File: src/rtl/ps2_pkg.sv
// Shared types and constants for the PS/2 key sequencer.
// Imported by the FIFO and the sequencer top.
package ps2_pkg;

  typedef enum logic [1:0] {
    IDLE,
    EXT,
    BRK,
    EXT_BRK
  } ps2_state_e;

  localparam logic [7:0] PS2_EXT  = 8'hE0;
  localparam logic [7:0] PS2_BRK  = 8'hF0;
  localparam logic [7:0] PS2_ERR0 = 8'h00;
  localparam logic [7:0] PS2_ERR1 = 8'hFF;

  // E0-prefixed shift codes some keyboards inject
  localparam logic [7:0] PS2_FAKE0 = 8'h12;
  localparam logic [7:0] PS2_FAKE1 = 8'h59;

  typedef struct packed {
    logic       ext;
    logic       brk;
    logic [7:0] code;
  } ps2_evt_t;

endpackage

File: src/rtl/ps2_event_fifo.sv
// Event FIFO: drop-on-full with sticky overflow flag.
// Head entry is shown combinationally from storage.
module ps2_event_fifo
  import ps2_pkg::*;
#(
  parameter int FIFO_DEPTH = 4
) (
  input  logic     clk,
  input  logic     rst_n,
  input  logic     i_push,
  input  ps2_evt_t i_data,
  output logic     o_full,
  input  logic     i_pop,
  output logic     o_empty,
  output ps2_evt_t o_head,
  input  logic     i_ovf_clr,
  output logic     o_overflow
);

  localparam int AW = $clog2(FIFO_DEPTH);

  ps2_evt_t      r_mem [FIFO_DEPTH];
  logic [AW-1:0] r_wr;
  logic [AW-1:0] r_rd;
  logic [AW:0]   r_cnt;
  logic          r_ovf;

  logic w_pop;
  logic w_push;
  logic w_drop;

  assign o_full     = (r_cnt == (AW+1)'(FIFO_DEPTH));
  assign o_empty    = (r_cnt == '0);
  assign o_head     = r_mem[r_rd];
  assign o_overflow = r_ovf;

  // A pop frees the slot, so a push to a full FIFO may proceed
  assign w_pop  = i_pop & ~o_empty;
  assign w_push = i_push & (~o_full | w_pop);
  assign w_drop = i_push & o_full & ~w_pop;

  always_ff @(posedge clk or negedge rst_n) begin
    if (!rst_n) begin
      for (int i = 0; i < FIFO_DEPTH; i++) r_mem[i] <= '0;
      r_wr  <= '0;
      r_rd  <= '0;
      r_cnt <= '0;
      r_ovf <= 1'b0;
    end else begin
      if (w_push) begin
        r_mem[r_wr] <= i_data;
        r_wr        <= r_wr + 1'b1;
      end
      if (w_pop) r_rd <= r_rd + 1'b1;
      unique case ({w_push, w_pop})
        2'b10:   r_cnt <= r_cnt + 1'b1;
        2'b01:   r_cnt <= r_cnt - 1'b1;
        default: r_cnt <= r_cnt;
      endcase
      if (w_drop)         r_ovf <= 1'b1;
      else if (i_ovf_clr) r_ovf <= 1'b0;
    end
  end

endmodule

File: src/rtl/ps2_key_sequencer.sv
// PS/2 set-2 prefix decoder: folds E0/F0 prefixes into
// {ext,brk,code} events queued for a valid/ready consumer.
module ps2_key_sequencer
  import ps2_pkg::*;
#(
  parameter int TIMEOUT_CYCLES = 2500000,
  parameter int FIFO_DEPTH     = 4
) (
  input  logic       clk,
  input  logic       resetn,
  input  logic       byte_valid,
  input  logic [7:0] byte_data,
  input  logic       evt_ready,
  output logic       evt_valid,
  output logic [7:0] evt_code,
  output logic       evt_ext,
  output logic       evt_brk,
  input  logic       ovf_clr,
  output logic       overflow
);

  localparam int CW = $clog2(TIMEOUT_CYCLES) + 1;

  ps2_state_e r_state;
  logic [CW-1:0] r_cnt;
  logic     r_push;
  ps2_evt_t r_evt;

  logic     w_is_ext;
  logic     w_is_brk;
  logic     w_is_err;
  logic     w_is_fake;
  logic     w_st_ext;
  logic     w_st_brk;
  logic     w_full;
  logic     w_empty;
  ps2_evt_t w_head;

  assign w_is_ext  = (byte_data == PS2_EXT);
  assign w_is_brk  = (byte_data == PS2_BRK);
  assign w_is_err  = (byte_data == PS2_ERR0) |
                     (byte_data == PS2_ERR1);
  assign w_is_fake = (byte_data == PS2_FAKE0) |
                     (byte_data == PS2_FAKE1);
  assign w_st_ext  = (r_state == EXT) | (r_state == EXT_BRK);
  assign w_st_brk  = (r_state == BRK) | (r_state == EXT_BRK);

  always_ff @(posedge clk or negedge resetn) begin
    if (!resetn) begin
      r_state <= IDLE;
      r_cnt   <= '0;
      r_push  <= 1'b0;
      r_evt   <= '0;
    end else begin
      r_push <= 1'b0;
      if (byte_valid) begin
        r_cnt <= '0;
        unique case (1'b1)
          w_is_ext: r_state <= w_st_brk ? EXT_BRK : EXT;
          w_is_brk: r_state <= w_st_ext ? EXT_BRK : BRK;
          w_is_err: r_state <= IDLE;
          default: begin
            r_state <= IDLE;
            if (!(w_st_ext && w_is_fake)) begin
              r_push   <= 1'b1;
              r_evt.ext  <= w_st_ext;
              r_evt.brk  <= w_st_brk;
              r_evt.code <= byte_data;
            end
          end
        endcase
      end else if (r_state == IDLE) begin
        r_cnt <= '0;
      end else if (r_cnt == CW'(TIMEOUT_CYCLES - 1)) begin
        r_state <= IDLE;
        r_cnt   <= '0;
      end else begin
        r_cnt <= r_cnt + 1'b1;
      end
    end
  end

  ps2_event_fifo #(
    .FIFO_DEPTH(FIFO_DEPTH)
  ) u_fifo (
    .clk       (clk),
    .rst_n     (resetn),
    .i_push    (r_push),
    .i_data    (r_evt),
    .o_full    (w_full),
    .i_pop     (evt_ready),
    .o_empty   (w_empty),
    .o_head    (w_head),
    .i_ovf_clr (ovf_clr),
    .o_overflow(overflow)
  );

  assign evt_valid = ~w_empty;
  assign evt_code  = w_head.code;
  assign evt_ext   = w_head.ext;
  assign evt_brk   = w_head.brk;

  logic w_unused;
  assign w_unused = w_full;

endmodule

File: config.mk
export PLATFORM = sky130hd
export DESIGN_NAME = ps2_key_sequencer
export DESIGN_NICKNAME = d
export VERILOG_FILES = /design/src/rtl/ps2_pkg.sv /design/src/rtl/ps2_event_fifo.sv /design/src/rtl/ps2_key_sequencer.sv
export SDC_FILE = /design/constraint.sdc
export NUM_CORES = 1
export LEC_CHECK = 0
export ABC_AREA = 1
export BUFFER_PORTS_ARGS = -buffer_cell sky130_fd_sc_hd__buf_4
export CAP_MARGIN = 20
export CORE_AREA = 5 5 104 106
export CTS_CLUSTER_DIAMETER = 60
export DETAILED_ROUTE_END_ITERATION = 12
export DIE_AREA = 0 0 109 111
export MAX_ROUTING_LAYER = met4
export PLACE_DENSITY = 0.62
export REMOVE_ABC_BUFFERS = 1
export SLEW_MARGIN = 20
export SYNTH_ARGS = -nofsm -noshare
export SYNTH_HDL_FRONTEND = slang
export SYNTH_SLANG_ARGS = --single-unit
File: constraint.sdc
create_clock -name clk -period 1.93 [get_ports clk]
set_input_delay 0.0965 -clock clk [delete_from_list [all_inputs] [get_ports clk]]
set_output_delay 0.0965 -clock clk [all_outputs]
set_load 0.02 [all_outputs]
==> results of run 1 <==
[cells by family after synthesis]
kind of cell / after synthesis / synth area share
AOI/OAI and AO/OA: 86 / 0.106
xor gates and xnor gates: 15 / 0.0307
adders and majority gates: 7 / 0.0222
buffers and inverters: 61 / 0.0609
DFF: 84 / 0.492
and+or+nand+nor: 293 / 0.288
[cell type report]
class	instances	area [um^2]
sequential	84	2100
inverter	42	158
timing repair buffer	38	318
multi-input combinational	401	1920
fill	971	4820
clock inverter	7	75.1
tap	133	166
clock buffer	9	124
[what timing repair did]
action,in CTS,in global routing
endpoints found under the hold margin,87,0
setup buffers,0,2
gates resized for setup,1,4
setup endpoints to repair,1,1
pin swaps,0,1
gates cloned,0,0
hold buffers,3,0
[per-stage QoR]
step           utilization  power [W]  hold WS (ps)  area, um^2  cells
2_1_floorplan            -    0.00375          -199        4170    527
3_3_place_gp         0.476    0.00461         -15.5        4610    693
3_5_place_dp         0.476    0.00467         -13.2        4610    693
4_1_cts              0.500    0.00596          1.01        4840    712
5_1_grt              0.503    0.00642          14.7        4870    714
6_report             0.503    0.00595          7.64        4870    714
[cells in the mapped netlist (all sizes together)]
cell type  instances  area (um^2)
xnor2              4         35.0
fa                 1         20.0
or2                1         6.26
nand4              7         43.8
nand3b             1         7.51
a21oi              7         38.8
inv               42          158
nor2              85          349
ha                 6         75.1
o21ai             66          330
o21bai             2         15.0
nand3             29          160
dfrtp             84         2100
xor2              11         96.3
nand2            160          616
o22ai             11         68.8
buf                7         57.5
clkbuf            12         45.0
nor3              10         50.1
[per-layer routing]
metal  vias to the layer above  global-route usage  routed length [um]
met4                         0              0.0480                 163
met5                         -                   -                   0
li1                       1818                   -                   -
met1                      1663               0.225                4430
met2                        48               0.294                4810
met3                        15              0.0384                 272
[sequential cells by signal, indices dropped and copies added (netlist names)]
signal             flops
u_fifo.r_rd            2
r_state                2
r_cnt                 23
u_fifo.r_wr            2
u_fifo.r_cnt           3
r_push                 1
u_fifo.r_mem          40
r_evt                 10
u_fifo.o_overflow      1
[path summary, 6_finish.rpt]
kind | from | slack, ps | to | cells past startpoint
max reg2reg | u_fifo.r_cnt[1]$_DFFE_PN0P_ | 80 | u_fifo.r_cnt[2]$_DFFE_PN0P_ | 9
max | u_fifo.r_cnt[1]$_DFFE_PN0P_ | 80 | u_fifo.r_cnt[2]$_DFFE_PN0P_ | 9
min reg2reg | r_cnt[0]$_DFF_PN0_ | 470 | r_cnt[0]$_DFF_PN0_ | 1
min | byte_data[2] | 8 | r_evt[2]$_DFFE_PN0P_ | 3
max in group asynchronous | resetn | 1240 | r_cnt[21]$_DFF_PN0_ | 3
min in group asynchronous | resetn | 160 | u_fifo.r_cnt[2]$_DFFE_PN0P_ | 2
[worst min-delay path, stage by stage]
cell and delay [ps]:
buf_4 90, nand3_1 70, nand2_1 60
[power groups by stage]
stage	Combinational [W]	Sequential (W)	Clock, W
finish	0.00228	0.00241	0.00126
global route	0.00258	0.00247	0.00138
detailed placement	0.00223	0.00244	0
CTS	0.00224	0.00241	0.00131
floorplan	0.00133	0.00242	0
global placement	0.00219	0.00242	0
==> run metrics, run 1 <==
status complete, no violations; drt wl/cell ~14 um; DRT Wirelength 9680 um; clock-pin slew on the worst setup and hold paths 90 ps; worst path cell trace nor2_2, nand3_1, nand2_1, ha_1, inv_1, fa_2, a21oi_2, o21ai_1, xor2_1; synth warn 0; crit end category flip-flop; switching power approximately 0.0023 W; chip width 109 um; Comb power frac 0.383; initial antenna violation count 0; DR vias ~3500; most frequent cells in the layout nand2_1, dfrtp_1, nor2_1; CP startpoint kind flip-flop; core area between 9000 and 10000 um^2; first-pass GRT wire length roughly 17000 um; Worst slew margin 0.652; max_cap viols 0; synthesized area per cell slightly below 8 um^2; largest net degree at the start of global routing 51; post-synth cell types 28; CP top delay family adder cells; detailed-router iteration count before antenna repair 4; CP max stage delay about 400 ps; total CTS buffers 9; clock latency on the worst-skew pair 350 ps; period utilization 0.958; I/O Pins 25; post-DP HPWL 6770 um; Seq/Total Area, Yosys 0.492; Synth Register Bits 84; Critical Path RT roughly 2200 ps; Int Pwr about 0.0036 W; Routed Antenna Nets 0; Static Leak approximately 2.3 nW; Flop pwr share 0.405; via count of the first global-routing pass around 3600; CP bufs+invs 1; min cycle time layout approximately 1800 ps; DRC 0; Slowest cell on crit path dfrtp_1; clock tree root driver cell clkbuf_8; Sw Share 0.393; f_max 541 MHz; Setup TNS 0 ps; Final Hold Viols 0; layout net count slightly below 600; pre-CTS setup slack -51.2 ps; starting density of the core 0.441; Worst-Margin Slew about 520 ps; full die area between 10000 and 15000 um^2; CTS Buffer Depth 2; max-slew violations 0; ant diodes 0; post-synthesis cell area 4270 um^2; DR iter-0 viols between 150 and 200; TritonCTS clock tree yes; Total GRT Usage 0.180; commonest non-fill, non-tap cell in the layout nand2_1; vias per cell about 5.0; grt total ovfl 0; final setup violation count 0; Synth Instances ~550; HP Class input pin to flip-flop; row count 36; setup ws final approximately 80 ps; pwr dens ~1200 nW/um^2; clock power share 0.212; htree depth 3; VDD IR max roughly 0.00054 V; Syn-to-layout area delta 13.9%; GP Congestion 0.905; Worst EP arrival approximately 2100 ps; Die Height roughly 110 um; fraction of final layout cells sized beyond drive strength 1 0.120; clock sink count 84; final clock skew between 10 and 15 ps; worst-path maximum fanout 3; Setup Crit Path Kind flip-flop to flip-flop; PortBufs 24
No activity file was read; power rests on OpenSTA's default activity.
==> run 2: changes to the inputs <==
--- a/config.mk
+++ b/config.mk
@@ -9,7 +9,6 @@
 export BUFFER_PORTS_ARGS = -buffer_cell sky130_fd_sc_hd__buf_4
-export CAP_MARGIN = 20
-export CORE_AREA = 5 5 104 106
+export CORE_AREA = 2 2 101 103
 export CTS_CLUSTER_DIAMETER = 60
 export DETAILED_ROUTE_END_ITERATION = 12
-export DIE_AREA = 0 0 109 111
+export DIE_AREA = 0 0 103 105
 export MAX_ROUTING_LAYER = met4
==> constraint.sdc (replaced) <==
create_clock -name clk -period 1.93 [get_ports clk]
set_input_delay 0.386 -clock clk [delete_from_list [all_inputs] [get_ports clk]]
set_output_delay 0.386 -clock clk [all_outputs]
set_load 0.02 [all_outputs]
==> run 2 against run 1 <==
Effect of this change:
- global-route usage increased by 2.3 points
- first-iteration DRC count decreased by 24%
- clock power increased by 22%
- wire length about the same
- utilization increased by 1.0 points
- cell area increased by 1.6%
- die area decreased by 11%
- via count increased by 1.2%
- clock-buffer cell count unchanged
- largest cell class unchanged
==> run metrics, run 2 (synthesis results as in run 1) <==
vias per cell about 5.0; Critical Path Sink evt_code[5]; initial antenna violation count 0; core area between 9000 and 10000 um^2; leading registers by flop count u_fifo.r_mem (40), r_cnt (23), r_evt (10); min cycle time layout 1890 ps; via count of the first global-routing pass about 3500; commonest non-fill, non-tap cell in the layout nand2_1; Met1 Routed Length ~4500 um; DR vias roughly 3600; total CTS buffers 9; TritonCTS clock tree yes; worst-path maximum fanout 20; starting density of the core 0.443; Comb power frac 0.373; status complete, no violations; CTS Buffer Depth 2; Sw Share 0.373; HP Class input pin to asynchronous set/reset pin; placed instance area between 4000 and 5000 um^2; layout net count around 600; Critical Path RT 1540 ps; post-DP HPWL 6550 um; Final Hold Viols 0; pwr dens between 1000 and 1500 nW/um^2; Static Leak between 2 and 2.5 nW; period utilization 0.978; CP max stage delay between 400 and 500 ps; f_max 530 MHz; DRC 0; Syn-to-layout area delta 15.7%; Setup Crit Path Kind flip-flop to output pin; cts hold-fix bufs 0; # fillers about 990; Register-to-Register Path Depth 9; drt wl/cell around 14 um; clock latency on the worst-skew pair 360 ps; Worst-Margin Slew 532 ps; Worst EP arrival around 1500 ps; chip width about 100 um; clock sink count 84; row count 36; DRT Wirelength slightly below 10000 um; Total GRT Usage 0.203; Routed Antenna Nets 0; clock power share 0.243; Largest register FFs 40; clock-pin slew on the worst setup and hold paths 90 ps; FF-to-FF End u_fifo.r_cnt[2]$_DFFE_PN0P_; Int Pwr between 0.003 and 0.004 W; first-pass GRT wire length between 15000 and 20000 um; most frequent cells in the layout nand2_1, dfrtp_1, nor2_1; final setup violation count 0; Flop pwr share 0.384; DR iter-0 viols between 100 and 150; final clock skew 9.43 ps; Slowest cell on crit path dfrtp_1; switching power ~0.0024 W; grt total ovfl 0; Worst slew margin 0.645; max_cap viols 0; clock tree root driver cell clkbuf_8; detailed-router iteration count before antenna repair 4; CP startpoint kind flip-flop; PortBufs 24; crit end category output pin; VDD IR max about 0.00053 V; largest net degree at the start of global routing 85; metal2 WL roughly 4700 um; final core occ 0.513; I/O Pins 25; worst path cell trace inv_2, buf_12, o21ai_0, o22ai_1, buf_4; met3 wire length between 300 and 400 um; fraction of final layout cells sized beyond drive strength 1 0.129; Reg-to-Reg Start u_fifo.r_cnt[1]$_DFFE_PN0P_; final std cells w/o fill slightly above 700; Die Height 105 um; start point of the critical path u_fifo.r_rd[0]$_DFFE_PN0P_; top routing layer in use met4; full die area approximately 11000 um^2; max-slew violations 0; worst reg2reg setup slack about 140 ps; GP Congestion a little over 0.9; final instance area 4940 um^2; Top reg by flops u_fifo.r_mem; htree depth 3; ant diodes 0; Placed Cells incl. Taps between 600 and 700
[run 2: cell types whose count changed in the layout (fill, tap and decap cells not counted), moves of 2 or more]
| cell | delta |
|---|---|
| buf_12 | +2 |
| o21ai_0 | -3 |
| a21oi_2 | -2 |
| clkinv_4 | +2 |
| bufinv_16 | +2 |
| o21ai_1 | +3 |
| dlygate4sd3_1 | -3 |
| a21oi_1 | +2 |
| inv_1 | -2 |
[run 2: power groups by stage]
stage / sequential, W / clock [W] / combinational (W)
floorplan: 0.00242 / 0 / 0.00133
global placement: 0.00242 / 0 / 0.00222
detailed placement: 0.00244 / 0 / 0.00225
CTS: 0.00241 / 0.00158 / 0.00227
global route: 0.00249 / 0.00165 / 0.00266
finish: 0.00244 / 0.00154 / 0.00237
[run 2: worst min path at each step]
stage,start,to,slack (ps)
final,resetn,u_fifo.r_cnt[2]$_DFFE_PN0P_,50
after global routing,resetn,u_fifo.r_cnt[2]$_DFFE_PN0P_,80
after CTS,resetn,u_fifo.r_mem[14]$_DFFE_PN0P_,60
after detailed placement,resetn,u_fifo.r_mem[38]$_DFFE_PN0P_,460
after global placement,r_cnt[0]$_DFF_PN0_,r_cnt[0]$_DFF_PN0_,450
after floorplan,resetn,r_cnt[0]$_DFF_PN0_,90
[run 2: final cells by class]
| cell class | count | area (um^2) | share of cell area |
|---|---|---|---|
| Tap cell | 133 | 166 | 0.0337 |
| Multi-Input combinational cell | 401 | 1930 | 0.390 |
| Sequential cell | 84 | 2100 | 0.425 |
| Inverter | 42 | 161 | 0.0326 |
| Clock inverter | 7 | 124 | 0.0251 |
| Clock buffer | 9 | 124 | 0.0251 |
| Timing Repair Buffer | 38 | 339 | 0.0686 |
[run 2: what timing repair did]
item | in CTS | in global routing
resized for setup | 3 | 15
buffers inserted | 0 | 3
setup endpoints to repair | 7 | 8
pin swaps | 0 | 3
[run 2: metal layers]
metal,track usage,vias to the layer above
met5,-,-
met4,0.0592,0
met3,0.0401,11
met2,0.312,62
met1,0.272,1700
li1,-,1812
[run 2: through the flow]
stage	power [W]	hold WS [ps]	TNS, ps	worst slack, ps
3_3_place_gp	0.00464	448	0	65.9
3_5_place_dp	0.00469	460	0	21.9
4_1_cts	0.00626	62.5	0	14.9
5_1_grt	0.00680	79.5	-20.3	-20.3
2_1_floorplan	0.00375	90.4	-1010	-586
6_report	0.00635	51.2	0	41.7
[run 2: critical path, delay by kind of cell (launching register included)]
| family | cells | cell delay, ps |
|---|---|---|
| buffers and inverters | 3 | 430 |
| flip-flops | 1 | 430 |
| AO/OA/AOI/OAI | 2 | 280 |
